===== config.mk =====
export PLATFORM = sky130hd
export DESIGN_NAME = mem_port_arbiter_flat
export DESIGN_NICKNAME = d
export VERILOG_FILES = /design/src/rtl/mem_port_arbiter_pkg.sv /design/src/rtl/mem_port_arbiter_if.sv /design/src/rtl/arb_watchdog.sv /design/src/rtl/mem_port_arbiter.sv /design/src/flat_wrapper.sv
export SDC_FILE = /design/constraint.sdc
export NUM_CORES = 1
export LEC_CHECK = 0
export BUFFER_PORTS_ARGS = -buffer_cell sky130_fd_sc_hd__buf_2
export CAP_MARGIN = 40
export CORE_MARGIN = 1.5
export CORE_UTILIZATION = 40
export CTS_CLUSTER_DIAMETER = 40
export DETAILED_ROUTE_END_ITERATION = 8
export MAX_ROUTING_LAYER = met4
export PLACE_DENSITY = 0.7
export SLEW_MARGIN = 0
export SYNTH_ARGS = -nofsm -noshare
export SYNTH_HDL_FRONTEND = slang
export SYNTH_SLANG_ARGS = --single-unit

===== constraint.sdc =====
create_clock -name clk -period 3.1 [get_ports clk]
set_clock_uncertainty 0.15 [all_clocks]
set_input_delay 0.31 -clock clk [delete_from_list [all_inputs] [get_ports clk]]
set_output_delay 0.31 -clock clk [all_outputs]
set_load 0.01 [all_outputs]

===== src/rtl/mem_port_arbiter_pkg.sv =====
// Shared constants and arbitration helper for the IF/MEM unified-memory port arbiter.
// Imported by the watchdog and the arbiter top.
package mem_port_arbiter_pkg;

    localparam logic [1:0] ARB_IDLE    = 2'd0;
    localparam logic [1:0] ARB_IF_XFER = 2'd1;
    localparam logic [1:0] ARB_DM_XFER = 2'd2;

    localparam logic ARB_GRANT_IF = 1'b0;
    localparam logic ARB_GRANT_DM = 1'b1;

    localparam int ARB_CNT_W = 8;

    // With both sides eligible, the side that did not win last time goes next.
    function automatic logic arb_pick(input logic elig_if, input logic elig_dm,
                                      input logic last_grant);
        if (elig_if && elig_dm) begin
            return (last_grant == ARB_GRANT_IF) ? ARB_GRANT_DM : ARB_GRANT_IF;
        end
        return elig_dm ? ARB_GRANT_DM : ARB_GRANT_IF;
    endfunction

endpackage


===== src/rtl/mem_port_arbiter_if.sv =====
// Bus bundle between the pipeline stages, the arbiter and the unified memory.
// The arbiter takes the slave view; the pipeline/memory environment takes the master view.
interface mem_port_arbiter_if #(
    parameter int ADDR_W = 32,
    parameter int DATA_W = 32
);
    logic              if_req;
    logic [ADDR_W-1:0] if_addr;
    logic [DATA_W-1:0] if_rdata;
    logic              if_ack;

    logic              dm_req;
    logic              dm_we;
    logic [ADDR_W-1:0] dm_addr;
    logic [DATA_W-1:0] dm_wdata;
    logic [DATA_W-1:0] dm_rdata;
    logic              dm_ack;

    logic              mem_req;
    logic              mem_we;
    logic [ADDR_W-1:0] mem_addr;
    logic [DATA_W-1:0] mem_wdata;
    logic [DATA_W-1:0] mem_rdata;
    logic              mem_ack;

    logic              stall_if;
    logic              stall_pipe;
    logic              timeout_err;

    modport slave (
        input  if_req, if_addr, dm_req, dm_we, dm_addr, dm_wdata, mem_rdata, mem_ack,
        output if_rdata, if_ack, dm_rdata, dm_ack, mem_req, mem_we, mem_addr, mem_wdata,
               stall_if, stall_pipe, timeout_err
    );

    modport master (
        output if_req, if_addr, dm_req, dm_we, dm_addr, dm_wdata, mem_rdata, mem_ack,
        input  if_rdata, if_ack, dm_rdata, dm_ack, mem_req, mem_we, mem_addr, mem_wdata,
               stall_if, stall_pipe, timeout_err
    );

endinterface


===== src/rtl/arb_watchdog.sv =====
// Transfer watchdog: counts transfer cycles without a memory ack; expired marks the cycle
// whose closing edge completes TIMEOUT_CYCLES of them.
module arb_watchdog
    import mem_port_arbiter_pkg::*;
#(
    parameter int TIMEOUT_CYCLES = 255
) (
    input  logic clk,
    input  logic rst,
    input  logic clear,
    input  logic enable,
    output logic expired
);

    localparam logic [ARB_CNT_W-1:0] LAST_COUNT = ARB_CNT_W'(TIMEOUT_CYCLES - 1);

    logic [ARB_CNT_W-1:0] count;

    always_ff @(posedge clk) begin
        if (rst || clear) begin
            count <= '0;
        end else if (enable) begin
            count <= count + ARB_CNT_W'(1);
        end
    end

    // Abort fires on the edge that would bring the count to TIMEOUT_CYCLES, so it never wraps.
    assign expired = enable && (count == LAST_COUNT);

endmodule


===== src/rtl/mem_port_arbiter.sv =====
// Shares one single-ported memory between instruction fetch and the load/store stage,
// one registered transfer at a time, with per-stage stalls and a hung-transfer watchdog.
module mem_port_arbiter
    import mem_port_arbiter_pkg::*;
#(
    parameter int ADDR_W         = 32,
    parameter int DATA_W         = 32,
    parameter int TIMEOUT_CYCLES = 255
) (
    input logic              clk,
    input logic              rst,
    mem_port_arbiter_if.slave bus
);

    logic [1:0]        state;
    logic              last_grant;
    logic [ADDR_W-1:0] addr_latch;
    logic [DATA_W-1:0] wdata_latch;
    logic              we_latch;
    logic              if_ack_q;
    logic              dm_ack_q;
    logic [DATA_W-1:0] if_rdata_q;
    logic [DATA_W-1:0] dm_rdata_q;
    logic              timeout_err_q;

    logic elig_if;
    logic elig_dm;
    logic grant_side;
    logic in_xfer;
    logic wd_expired;

    // A requester sitting in its own ack cycle is finishing, not asking again.
    assign elig_if    = bus.if_req & ~if_ack_q;
    assign elig_dm    = bus.dm_req & ~dm_ack_q;
    assign grant_side = arb_pick(elig_if, elig_dm, last_grant);
    assign in_xfer    = (state != ARB_IDLE);

    arb_watchdog #(
        .TIMEOUT_CYCLES(TIMEOUT_CYCLES)
    ) u_watchdog (
        .clk    (clk),
        .rst    (rst),
        .clear  (~in_xfer),
        .enable (in_xfer & ~bus.mem_ack),
        .expired(wd_expired)
    );

    // NOTE: state registers use non-blocking assignments so every branch sees pre-edge values.
    always_ff @(posedge clk) begin
        if (rst) begin
            state         <= ARB_IDLE;
            last_grant    <= ARB_GRANT_IF;
            addr_latch    <= '0;
            wdata_latch   <= '0;
            we_latch      <= 1'b0;
            if_ack_q      <= 1'b0;
            dm_ack_q      <= 1'b0;
            if_rdata_q    <= '0;
            dm_rdata_q    <= '0;
            timeout_err_q <= 1'b0;
        end else begin
            if_ack_q <= 1'b0;
            dm_ack_q <= 1'b0;
            case (state)
                ARB_IDLE: begin
                    if (elig_if || elig_dm) begin
                        last_grant <= grant_side;
                        if (grant_side == ARB_GRANT_DM) begin
                            state       <= ARB_DM_XFER;
                            addr_latch  <= bus.dm_addr;
                            wdata_latch <= bus.dm_wdata;
                            we_latch    <= bus.dm_we;
                        end else begin
                            state      <= ARB_IF_XFER;
                            addr_latch <= bus.if_addr;
                            we_latch   <= 1'b0;
                        end
                    end
                end
                ARB_IF_XFER: begin
                    if (bus.mem_ack) begin
                        state      <= ARB_IDLE;
                        if_ack_q   <= 1'b1;
                        if_rdata_q <= bus.mem_rdata;
                    end else if (wd_expired) begin
                        state         <= ARB_IDLE;
                        if_ack_q      <= 1'b1;
                        if_rdata_q    <= '0;
                        timeout_err_q <= 1'b1;
                    end
                end
                ARB_DM_XFER: begin
                    if (bus.mem_ack) begin
                        state    <= ARB_IDLE;
                        dm_ack_q <= 1'b1;
                        if (!we_latch) begin
                            dm_rdata_q <= bus.mem_rdata;
                        end
                    end else if (wd_expired) begin
                        // Aborted stores are dropped; the stage still gets its ack to unfreeze.
                        state         <= ARB_IDLE;
                        dm_ack_q      <= 1'b1;
                        dm_rdata_q    <= '0;
                        timeout_err_q <= 1'b1;
                    end
                end
                default: state <= ARB_IDLE;
            endcase
        end
    end

    assign bus.mem_req     = in_xfer;
    assign bus.mem_we      = (state == ARB_DM_XFER) & we_latch;
    assign bus.mem_addr    = addr_latch;
    assign bus.mem_wdata   = wdata_latch;
    assign bus.if_ack      = if_ack_q;
    assign bus.dm_ack      = dm_ack_q;
    assign bus.if_rdata    = if_rdata_q;
    assign bus.dm_rdata    = dm_rdata_q;
    assign bus.timeout_err = timeout_err_q;
    assign bus.stall_if    = bus.if_req & ~if_ack_q;
    assign bus.stall_pipe  = bus.dm_req & ~dm_ack_q;

endmodule


===== src/flat_wrapper.sv =====
// flat-port wrapper written by rule: the top's interface ports become plain ports
module mem_port_arbiter_flat import mem_port_arbiter_pkg::*;
#(
    parameter int ADDR_W         = 32,
    parameter int DATA_W         = 32,
    parameter int TIMEOUT_CYCLES = 255
)
  (clk, rst, bus_if_req, bus_if_addr, bus_dm_req, bus_dm_we, bus_dm_addr, bus_dm_wdata, bus_mem_rdata, bus_mem_ack, bus_if_rdata, bus_if_ack, bus_dm_rdata, bus_dm_ack, bus_mem_req, bus_mem_we, bus_mem_addr, bus_mem_wdata, bus_stall_if, bus_stall_pipe, bus_timeout_err);
  mem_port_arbiter_if #(.ADDR_W(ADDR_W), .DATA_W(DATA_W)) bus_i ();
  input logic clk;
  input logic rst;
  input wire logic [$bits(bus_i.if_req)-1:0] bus_if_req;
  input wire logic [$bits(bus_i.if_addr)-1:0] bus_if_addr;
  input wire logic [$bits(bus_i.dm_req)-1:0] bus_dm_req;
  input wire logic [$bits(bus_i.dm_we)-1:0] bus_dm_we;
  input wire logic [$bits(bus_i.dm_addr)-1:0] bus_dm_addr;
  input wire logic [$bits(bus_i.dm_wdata)-1:0] bus_dm_wdata;
  input wire logic [$bits(bus_i.mem_rdata)-1:0] bus_mem_rdata;
  input wire logic [$bits(bus_i.mem_ack)-1:0] bus_mem_ack;
  output wire logic [$bits(bus_i.if_rdata)-1:0] bus_if_rdata;
  output wire logic [$bits(bus_i.if_ack)-1:0] bus_if_ack;
  output wire logic [$bits(bus_i.dm_rdata)-1:0] bus_dm_rdata;
  output wire logic [$bits(bus_i.dm_ack)-1:0] bus_dm_ack;
  output wire logic [$bits(bus_i.mem_req)-1:0] bus_mem_req;
  output wire logic [$bits(bus_i.mem_we)-1:0] bus_mem_we;
  output wire logic [$bits(bus_i.mem_addr)-1:0] bus_mem_addr;
  output wire logic [$bits(bus_i.mem_wdata)-1:0] bus_mem_wdata;
  output wire logic [$bits(bus_i.stall_if)-1:0] bus_stall_if;
  output wire logic [$bits(bus_i.stall_pipe)-1:0] bus_stall_pipe;
  output wire logic [$bits(bus_i.timeout_err)-1:0] bus_timeout_err;
  assign bus_i.if_req = bus_if_req;
  assign bus_i.if_addr = bus_if_addr;
  assign bus_i.dm_req = bus_dm_req;
  assign bus_i.dm_we = bus_dm_we;
  assign bus_i.dm_addr = bus_dm_addr;
  assign bus_i.dm_wdata = bus_dm_wdata;
  assign bus_i.mem_rdata = bus_mem_rdata;
  assign bus_i.mem_ack = bus_mem_ack;
  assign bus_if_rdata = bus_i.if_rdata;
  assign bus_if_ack = bus_i.if_ack;
  assign bus_dm_rdata = bus_i.dm_rdata;
  assign bus_dm_ack = bus_i.dm_ack;
  assign bus_mem_req = bus_i.mem_req;
  assign bus_mem_we = bus_i.mem_we;
  assign bus_mem_addr = bus_i.mem_addr;
  assign bus_mem_wdata = bus_i.mem_wdata;
  assign bus_stall_if = bus_i.stall_if;
  assign bus_stall_pipe = bus_i.stall_pipe;
  assign bus_timeout_err = bus_i.timeout_err;
  mem_port_arbiter #(.ADDR_W(ADDR_W), .DATA_W(DATA_W), .TIMEOUT_CYCLES(TIMEOUT_CYCLES)) u_core (.clk(clk), .rst(rst), .bus(bus_i));
endmodule

# After elaboration in Yosys (flattened, before gate mapping)
# Cells that the tools add are included.
# totals
regBits,143
# classes
n_reduce_logical,16
n_eq_ne,6
bitwise_logic,10
muxes,18
add_sub_neg,1
# ops
operator,n
32-bit two-way mux,5
3-bit AND reduction,3
8-bit by 1-bit adder with 8-bit output (second input constant),1
8-bit equality test (second input constant),1
1-bit two-way mux,8
2-bit two-way mux,4
1-bit inverter,6
2-bit AND reduction,3
2-bit OR reduction,3
1-bit AND,4
2-bit one-hot mux with 2 select lines,1
2-bit nonzero test,2
3-bit by 1-bit inequality test with 1-bit output (second input constant),1
2-bit by 1-bit equality test with 1-bit output (second input constant),1
2-bit equality test (second input constant),1
1-bit logical AND,2
2-bit logical NOT,1
1-bit logical OR,2
2-bit by 1-bit inequality test with 1-bit output (second input constant),1
2-bit inequality test (second input constant),1

# Depth between registers and ports, before layout
# Gate-level depths: netlist of the first run.
# logic_depth
ltp_word,8
ltp_mapped,8
mapped_depth_nobuf,6

# Cells and area by module
# From an unflattened synthesis of the first run, not the netlist that was laid out.
# unflattened
hier_cells,550
hier_area_um2,5225.0
# modules_own_cells
module,cells_per_inst,seq_area_each_um2,area_each_um2,instances
mem_port_arbiter,508,2702.6,4855.9,1
arb_watchdog,42,160.2,369.1,1

# Least setup slack after synthesis of the first run
# No wires, ideal clock.
# synth_path
path_kind,register to register
from,register u_core.state[0]
to,"register u_core.dm_rdata_q[10], in the netlist u_core.bus.dm_rdata[10]"
path_stages_with_launch,9
synth_period_minus_slack_ns,1.832
n_path_buf,2
path_slack_ns,1.268
required_time_ns,2.807
setup_time_ns,0.143
arrival_ns,1.538
path_cell_list,dfxtp_1 -> inv_1 -> ha_1 -> buf_6 -> and4b_4 -> a31oi_4 -> buf_6 -> o21ai_2 -> a21oi_2
# synth_via
elab_chain_len,5
# synth_lines
element,line_no,text
"start, declared",mem_port_arbiter.sv:15,logic [1:0] state;
"start signal, assigned",mem_port_arbiter.sv:51,state <= ARB_IDLE;
"start signal, assigned",mem_port_arbiter.sv:69,state <= ARB_DM_XFER;
"start signal, assigned",mem_port_arbiter.sv:74,state <= ARB_IF_XFER;
2-bit nonzero test,mem_port_arbiter.sv:36,assign in_xfer = (state != ARB_IDLE);
1-bit AND,mem_port_arbiter.sv:44,".enable (in_xfer & ~bus.mem_ack),"
1-bit logical AND,arb_watchdog.sv:28,assign expired = enable && (count == LAST_COUNT);
2-bit nonzero test (no source line),--,
3-bit AND reduction (no source line) *,--,
"end signal, assigned",mem_port_arbiter.sv:97,dm_rdata_q <= bus.mem_rdata;
"end, declared",mem_port_arbiter.sv:23,logic [DATA_W-1:0] dm_rdata_q;
# Mark *: on every way between the ends. The rest lies on a longest branch, timed or not.
# A chain may end at the register's enable or synchronous reset.

# Final worst setup path of the first run
# layout_path
from,register u_core.state[0]
to,"register u_core.dm_rdata_q[0], in the netlist u_core.bus.dm_rdata[0]"
# Same word-level chain as after synthesis.

==> results by group, run 1 <==
STA
  – Maximum clock frequency: roughly 450 MHz
  – Crit share post-route: between 70 and 80%
  – Max_slew headroom: between 40% and 50%
  – TNS Setup: 0 ns
  – Slew Limit Fails: 0
  – Worst Tran Pin Value: around 0.85 ns
  – RSZ-0062 raised after global routing: no
  – Endpoints failing setup: 0
  – Final hold vios: 0
  – Minimum clock period: between 2 and 2.5 ns

Global route
  – Vias in the first global route: about 5600
  – First-pass GRT wire length: about 27 mm
  – Remaining Overflow, GRT: 0
  – GRT Total Usage: a little under a quarter
  – Largest net degree at the start of global routing: 70
  – Initial antenna violation count: 0

Critical path
  – Worst EP required: 3.29 ns
  – Critical Path End Type: flip-flop
  – R2R cell count: 7
  – Worst Setup Path Type: reg2reg
  – Data arrival time at the worst-slack endpoint: 2.39 ns
  – Startpoint types: flip-flop
  – Crit Path Max Fanout: 31

Floorplan
  – Io pins: around 270
  – Core ar.: between 0.01 and 0.015 mm²
  – FP Rows: between 40 and 50
  – Die Y: 122 µm
  – Starting Density: between 40% and 50%
  – Die W: 122 µm
  – Die area: around 0.015 mm²

Drt
  – 1st-iter DRT viols: between 300 and 400
  – Via count: around 5700
  – Drt pass-1 iters: 5
  – Antenna-violating nets left: 0
  – Via density: slightly below 5
  – Drt drc: 0
  – Total wire length: between 15 and 20 mm
  – WL per Instance: between 10 and 15 µm

Yosys
  – #FFs+latches synth: approximately 140
  – Seq/Total Area, Yosys: 50.8%
  – Area share of the largest cell type after synthesis: 50.8%
  – Synth cell count leaders: dfxtp_1, nand2_1, a21oi_1
  – Syn avg cell area: between 9 and 10 µm²
  – Biggest area consumer among synthesized cells: dfxtp_1
  – YS warnings: 0
  – Post-synthesis cell count: between 600 and 700
  – Most numerous cell in the Yosys netlist: dfxtp_1
  – Number of synthesized flops with an enable pin: 0
  – Ys async rst share: 0%
  – Most common flop cell mapped by yosys: dfxtp_1
  – Number of library cell types mapped by synthesis: 42
  – Synth Net Count: roughly 760
  – Synth Cell Area: about 0.0056 mm²
  – Top cells by area, synth: dfxtp_1, nand2_1, a21oi_1, a221o_1, and2_1

Job
  – MaxCap Viol Count: 0

Run status
  – Outcome: finished, final reports clean

Place
  – DP HPWL: around 11 mm
  – Inst Count DP: 1031
  – Buffers added on ports: ~270
  – GPL Wtd Cong: about 0.78

Clocking
  – CTS Buffer Depth: 2
  – Clock Latency Late Sink: about 0.41 ns
  – Clock root buffer: clkbuf_16
  – H-tree depth: 4
  – Reg clk slew, reported paths: roughly 0.070 ns
  – Post_cts resized: 0
  – CTS tree: built
  – Sink Count: approximately 140
  – TritonCTS Buffers: 17

Finish
  – Post-route insts no fill: around 1200
  – Layout cells sized above 1: between 30% and 40%
  – # diodes: 0
  – Number of nets in the layout: ~1100
  – Area growth syn-to-layout: 52.9%

Power
  – Power, Total: 5.27 mW
  – Peak supply drop: slightly above 500 µV
  – Leak Pwr: about 3.8 nW
  – Power density cells: about 610 mW/mm²

Hold path
  – Type of the worst min-delay path: in2reg
  – WHS Path Cells: 3
[layer usage]
layer | vias up | wire (µm) | GRT usage, % | part of all wire (%)
met5 | - | 0 | - | 0
met4 | 0 | 383 | 8.38 | 2.2
met3 | 30 | 806 | 5.15 | 4.7
met2 | 190 | 8480 | 37.7 | 49
met1 | 2669 | 7550 | 28.5 | 44
li1 | 2816 | - | - | -
[logic make-up (layout without fill, tap and decap cells)]
logic type / count (synthesis) / after routing / share of synthesized area (%)
compound gates: 211 / 211 / 25.6
flops: 143 / 143 / 50.8
fa+ha+maj: 5 / 5 / 1.11
buf+inv: 58 / 415 / 5.89
xor+xnor: 6 / 6 / 0.933
simple gates: 196 / 196 / 15.6
[worst max-delay path: stages (launching register included)]
cell and delay, ns:
dfxtp_1 0.32, inv_1 0.08, ha_1 0.32, and4b_4 0.28
a31oi_4 0.20, buf_4 0.45, o21ai_0 0.15, a21oi_1 0.16
[power breakdown]
group | total [mW] | switching, mW | internal [mW]
Combinational | 0.901 | 0.502 | 0.398
Sequential | 2.07 | 0.0827 | 1.99
Clock | 2.30 | 0.793 | 1.51
Total | 5.27 | 1.38 | 3.89
[state kept, by name, summed over array words and instances, names as in the netlist]
register and cells:
u_core.bus.mem_addr 32, u_core.bus.if_rdata 32, u_core.bus.mem_wdata 32, u_core.bus.dm_rdata 32, u_core.bus.dm_ack 1, u_core.last_grant 1, u_core.u_watchdog.count 8, u_core.bus.if_ack 1
u_core.bus.timeout_err 1, u_core.we_latch 1, u_core.state 2
[stage by stage]
| stage | worst slack (ns) | utilization (%) | hold WS [ns] | cell area, µm² |
|---|---|---|---|---|
| 2_1_floorplan | 1.27 | - | 0.296 | 5630 |
| 3_3_place_gp | 0.969 | 50.7 | 0.289 | 7010 |
| 3_5_place_dp | 0.916 | 50.7 | 0.293 | 7010 |
| 4_1_cts | 0.909 | 62.3 | 0.00345 | 8610 |
| 5_1_grt | 0.727 | 62.3 | 0.00876 | 8610 |
| 6_report | 0.897 | 62.3 | 0.0242 | 8610 |
[cell usage in the layout, fill, tap and decap left out, types with 5 or more instances in the layout]
cell type and n:
o21ai_1 16, buf_4 13, inv_1 8, o21ai_2 20
and2_1 33, dlygate4sd3_1 94, buf_2 267, ha_1 5
nor2_1 10, a21oi_1 81, a21oi_2 20, clkbuf_16 17
dfxtp_1 143, o21ai_0 31, bufinv_16 6, nand2_1 133
a221o_1 32
[final timing paths]
check / startpoint / to / slack [ns]
setup / recovery: u_core.state[0] / u_core.bus.dm_rdata[0] / 0.90
hold / removal: bus_mem_rdata[9] / u_core.bus.if_rdata[9] / 0.02
setup reg to reg: u_core.state[0] / u_core.bus.dm_rdata[0] / 0.90
hold reg to reg: u_core.bus.mem_wdata[4] / u_core.bus.mem_wdata[4] / 0.30
[what timing repair did]
action,in CTS,in global routing
setup buffers,0,0
hold buffers,94,0
hold endpoints to repair,119,0
[layout make-up]
class | count | area (µm²)
Fill cell | 1184 | 5210
Inverter | 10 | 37.5
Multi-Input combinational cell | 418 | 2450
Sequential cell | 143 | 2860
Clock inverter | 14 | 239
Clock buffer | 17 | 425
Tap cell | 180 | 225
Timing Repair Buffer | 374 | 2370
Power figures use the tool's default switching activity.
==> run 2: changes to the inputs <==
- ABC_AREA: default -> 1
- PLACE_DENSITY: 0.7 -> 0.69
- clock period: 3.1 -> 2.2 ns (I/O delays scaled with it)
==> results by group, run 2 <==
Run status
  – Outcome: finished, final reports clean

Floorplan
  – Starting Density: 41.0%
  – Die area: around 0.015 mm²
  – Die Y: roughly 120 µm
  – Core ar.: ~0.014 mm²
  – FP Rows: 43
  – Die W: approximately 120 µm
  – Io pins: ~270

Finish
  – Most common cell after layout, fill and taps aside: buf_2
  – Number of nets in the layout: approximately 1200
  – Final instance area: 0.00872 mm²
  – Layout cells sized above 1: a little under 30%
  – Leading cell types in the layout, fill and taps excluded: buf_2, nand2_1, dfxtp_1
  – Area growth syn-to-layout: 53.1%
  – # diodes: 0

Yosys
  – Top cells by area, synth: dfxtp_1, nand2_1, a21oi_1, nand3_1, inv_1
  – Post-synthesis cell count: roughly 750
  – Ys async rst share: 0%
  – #FFs+latches synth: 143
  – Synth Cell Area: around 0.0057 mm²
  – Most numerous cell in the Yosys netlist: nand2_1
  – Area share of the largest cell type after synthesis: about half
  – Most common flop cell mapped by yosys: dfxtp_1
  – Biggest area consumer among synthesized cells: dfxtp_1
  – Number of synthesized flops with an enable pin: 0
  – Synth Net Count: around 890
  – Number of library cell types mapped by synthesis: 22
  – YS warnings: 0
  – Synth cell count leaders: nand2_1, dfxtp_1, a21oi_1
  – Syn avg cell area: about 7.6 µm²
  – Seq/Total Area, Yosys: between 50% and 60%

STA
  – Maximum clock frequency: between 500 and 600 MHz
  – Worst Tran Pin Value: 0.632 ns
  – RSZ-0062 raised after global routing: no
  – Minimum clock period: roughly 2.0 ns
  – Max_slew headroom: roughly 58%
  – Final hold vios: 0
  – Crit share post-route: about nine tenths
  – Endpoints failing setup: 0
  – Slew Limit Fails: 0
  – TNS Setup: 0 ns

Clocking
  – CTS Buffer Depth: 2
  – TritonCTS Buffers: 17
  – Reg clk slew, reported paths: roughly 0.06 ns
  – Post_cts resized: 0
  – Clock root buffer: clkbuf_16
  – Sink Count: 143
  – H-tree depth: 4
  – Clock Latency Late Sink: just over 0.4 ns
  – # Post-CTS Setup Buffers: 0
  – Hold_buf cts: 109
  – CTS tree: built

Global route
  – Initial antenna violation count: 0
  – Remaining Overflow, GRT: 0
  – GRT Total Usage: roughly a quarter
  – Vias in the first global route: 5793
  – First-pass GRT wire length: 27.5 mm
  – Largest net degree at the start of global routing: 65

Drt
  – 1st-iter DRT viols: 384
  – Total wire length: between 15 and 20 mm
  – Met2 wire length: slightly below 9 mm
  – Via density: ~4.8
  – Antenna-violating nets left: 0
  – Via count: about 6200
  – Drt pass-1 iters: 6
  – DRT met1 WL: 7.50 mm
  – Met3 WL post-DR: 1.40 mm
  – WL per Instance: between 10 and 15 µm
  – Drt drc: 0
  – Max Used Layer: met4

Critical path
  – FF-to-FF End: u_core.bus.if_rdata[19]
  – Crit path capture: u_core.bus.if_rdata[19]
  – Worst EP required: ~2.3 ns
  – R2R cell count: 10
  – Crit Path Max Fanout: 33
  – Startpoint types: flip-flop
  – Critical Path End Type: flip-flop
  – Data arrival time at the worst-slack endpoint: approximately 2.1 ns
  – Critical path startpoint: u_core.state[0]
  – Launching point of the worst reg2reg path: u_core.state[0]
  – R2R setup slack: about 0.23 ns
  – Worst Setup Path Type: reg2reg

Power
  – Leak Pwr: between 4 and 5 nW
  – Sequential group share of total power: between 40% and 50%
  – Clock Power Share: between 30% and 40%
  – Power density cells: just over 800 mW/mm²
  – Peak supply drop: 604 µV
  – Net Switching: around 2.0 mW
  – Sw Ratio: 29.0%
  – Power, Total: around 7.0 mW
  – Comb power frac: ~20%
  – Int Pwr: 5.00 mW

Job
  – MaxCap Viol Count: 0

Hold path
  – Type of the worst min-delay path: in2reg

Place
  – Placement Cell Area: roughly 0.0071 mm²
  – DP HPWL: between 10 and 15 mm
  – Buffers added on ports: between 200 and 300
  – GPL Wtd Cong: between 0.8 and 0.9
-- run 2: kinds of logic after synthesis --
family / Yosys count / share of synthesized area (%)
flops: 143 / 50.3
compound gates: 164 / 15.3
buf+inv: 106 / 8.79
fa+ha+maj: 5 / 1.10
simple gates: 335 / 24.6
-- run 2: worst max-delay path, cell delays in order, from the launching register on --
cell,delay [ns]
dfxtp_1,0.36
inv_1,0.08
ha_1,0.25
inv_2,0.11
nand2_2,0.07
nor2_1,0.16
nand2_2,0.10
nand2_4,0.10
nand2_4,0.23
nand2_1,0.15
a21oi_1,0.08
-- run 2: power by group through the flow --
stage / clock network, mW / registers (mW) / logic (mW)
5_1_grt: 2.90 / 2.92 / 1.56
4_1_cts: 2.77 / 2.89 / 1.40
2_1_floorplan: 0 / 3.04 / 0.687
3_5_place_dp: 0 / 2.95 / 1.24
6_report: 2.73 / 2.90 / 1.41
3_3_place_gp: 0 / 2.94 / 1.24
-- run 2: how the worst min path moves through the flow --
stage / start / slack (ns) / cells after the start / end
finish: bus_dm_addr[9] / 0.01 / 5 / u_core.bus.mem_addr[9]
global route: bus_dm_addr[9] / 0.02 / 5 / u_core.bus.mem_addr[9]
CTS: bus_dm_addr[9] / 0.004 / 5 / u_core.bus.mem_addr[9]
detailed placement: u_core.bus.timeout_err / 0.30 / 2 / u_core.bus.timeout_err
global placement: u_core.bus.timeout_err / 0.29 / 2 / u_core.bus.timeout_err
floorplan: bus_dm_we / 0.21 / 2 / u_core.we_latch
-- run 2: stage by stage --
step | setup slack [ns] | std cells | util [%] | hold WS [ns]
final | 0.235 | 1301 | 62.8 | 0.0132
after global routing | 0.0465 | 1301 | 62.8 | 0.0211
after CTS | 0.253 | 1301 | 62.8 | 0.00405
after detailed placement | 0.264 | 1160 | 50.9 | 0.299
after global placement | 0.328 | 1160 | 50.9 | 0.286
after floorplan | 0.476 | 753 | - | 0.213
-- run 2: final cells by class --
type	instances	area (µm²)
clock inverter	13	113
multi-input combinational	504	2330
tap	180	225
timing repair buffer	388	2530
clock buffer	19	453
fill	1159	5160
inverter	54	203
sequential	143	2860
-- run 2: per-layer routing --
| metal | vias up | track usage [%] |
|---|---|---|
| li1 | 3154 | - |
| met3 | 35 | 6.74 |
| met4 | 0 | 9.23 |
| met5 | - | - |
| met2 | 233 | 39.9 |
| met1 | 2771 | 27.1 |
==> run 3: changes to the inputs <==
- CORE_MARGIN: 1.5 -> 4
==> results by group, run 3 (synthesized netlist as in run 2, its figures left out) <==
STA
  – RSZ-0062 raised after global routing: no
  – Endpoints failing setup: 0
  – Final hold vios: 0
  – Crit share post-route: around nine tenths
  – Worst Tran Pin Value: ~0.62 ns
  – Slew Limit Fails: 0
  – Minimum clock period: about 2 ns
  – Maximum clock frequency: roughly 500 MHz
  – Max_slew headroom: 58.4%
  – TNS Setup: 0 ns
  – Setup ws final: about 0.21 ns

Critical path
  – Data arrival time at the worst-slack endpoint: between 2 and 2.5 ns
  – Worst EP required: 2.34 ns
  – Crit Path Max Fanout: 32
  – Startpoint types: flip-flop
  – Worst Setup Path Type: reg2reg
  – Critical Path End Type: flip-flop

Clocking
  – CTS tree: built
  – Reg clk slew, reported paths: 0.06 ns
  – Hold_buf cts: roughly 110
  – Clock root buffer: clkbuf_16
  – Sink Count: approximately 140
  – Clock Latency Late Sink: between 0.4 and 0.5 ns
  – TritonCTS Buffers: 17
  – # Post-CTS Setup Buffers: 0
  – CTS Buffer Depth: 2
  – Post_cts resized: 0
  – H-tree depth: 4

Finish
  – # diodes: 0
  – Leading cell types in the layout, fill and taps excluded: buf_2, nand2_1, dfxtp_1
  – Layout cells sized above 1: 28.9%
  – Area growth syn-to-layout: 53.4%
  – Layout Utilization: a little over three fifths
  – Final instance area: about 0.0087 mm²
  – Register area: 0.00286 mm²
  – Number of nets in the layout: roughly 1200
  – Most common cell after layout, fill and taps aside: buf_2
  – Area of the multi-input gates: around 0.0023 mm²
  – FILL cells: about 1100

Job
  – MaxCap Viol Count: 0

Run status
  – Outcome: finished, final reports clean

Place
  – Buffers added on ports: between 200 and 300
  – GPL Wtd Cong: around 0.86
  – Placement Cell Area: slightly above 0.007 mm²
  – DP HPWL: 11.8 mm
  – Post-placement worst setup slack: 0.271 ns

Floorplan
  – Die Y: 127 µm
  – FP Rows: 43
  – Starting Density: between 40% and 50%
  – Io pins: roughly 270
  – Die W: ~130 µm
  – Core ar.: around 0.014 mm²
  – Die area: between 0.015 and 0.02 mm²

Drt
  – Drt pass-1 iters: 5
  – WL per Instance: 14.5 µm
  – Via density: ~4.9
  – 1st-iter DRT viols: 374
  – Antenna-violating nets left: 0
  – Via count: roughly 6400
  – Drt drc: 0
  – Total wire length: 18.9 mm

Global route
  – Initial antenna violation count: 0
  – Largest net degree at the start of global routing: 84
  – Remaining Overflow, GRT: 0
  – GRT Total Usage: between 20% and 30%
  – Vias in the first global route: roughly 6000
  – First-pass GRT wire length: around 30 mm

Power
  – Power, Total: slightly above 7 mW
  – Peak supply drop: about 480 µV
  – Power density cells: about 810 mW/mm²
  – Leak Pwr: 4.09 nW

Hold path
  – Type of the worst min-delay path: in2reg
-- run 3: power breakdown --
| group | internal [mW] | leakage (nW) | switching, mW |
|---|---|---|---|
| Combinational | 0.601 | 2.65 | 0.831 |
| Clock | 1.61 | 0.268 | 1.14 |
| Sequential | 2.80 | 1.17 | 0.103 |
| Total | 5.00 | 4.09 | 2.08 |
-- run 3: path summary, 6_finish.rpt --
path / from / endpoint / slack, ns / cells after the start
worst max-delay path: u_core.state[0] / u_core.bus.dm_rdata[3] / 0.21 / 10
worst min-delay path: bus_if_addr[10] / u_core.bus.mem_addr[10] / 0.02 / 5
worst min register to register: u_core.bus.timeout_err / u_core.bus.timeout_err / 0.30 / 2
worst max register to register: u_core.state[0] / u_core.bus.dm_rdata[3] / 0.21 / 10
-- run 3: final cells by class --
| type | count | area share (%) |
|---|---|---|
| Sequential cell | 143 | 32.8 |
| Timing Repair Buffer | 386 | 29.1 |
| Multi-Input combinational cell | 504 | 26.7 |
| Clock buffer | 19 | 5.07 |
| Tap cell | 180 | 2.58 |
| Inverter | 54 | 2.32 |
| Clock inverter | 13 | 1.49 |
-- run 3: critical path, stage by stage (launching register included) --
cell and delay, ns:
dfxtp_1 0.36, inv_1 0.07, ha_1 0.25, inv_2 0.11
nand2_2 0.07, nor2_1 0.16, nand2_2 0.10, nand2_4 0.10
nand2_4 0.21, nand2_1 0.17, a21oi_1 0.09
-- run 3: routing by layer --
metal  routed length, µm  global-route usage [%]  vias to the layer above
met1                7750                    27.1                     2911
met2                9040                    37.8                      277
li1                    -                       -                     3146
met3                1360                    5.35                       60
met4                 725                    11.6                        0
met5                   0                       -                        -
-- run 3: stage by stage --
step | hold slack, ns | std cells
floorplan | 0.213 | 753
global placement | 0.288 | 1158
detailed placement | 0.296 | 1158
CTS | 0.00282 | 1299
global route | 0.0196 | 1299
finish | 0.0219 | 1299
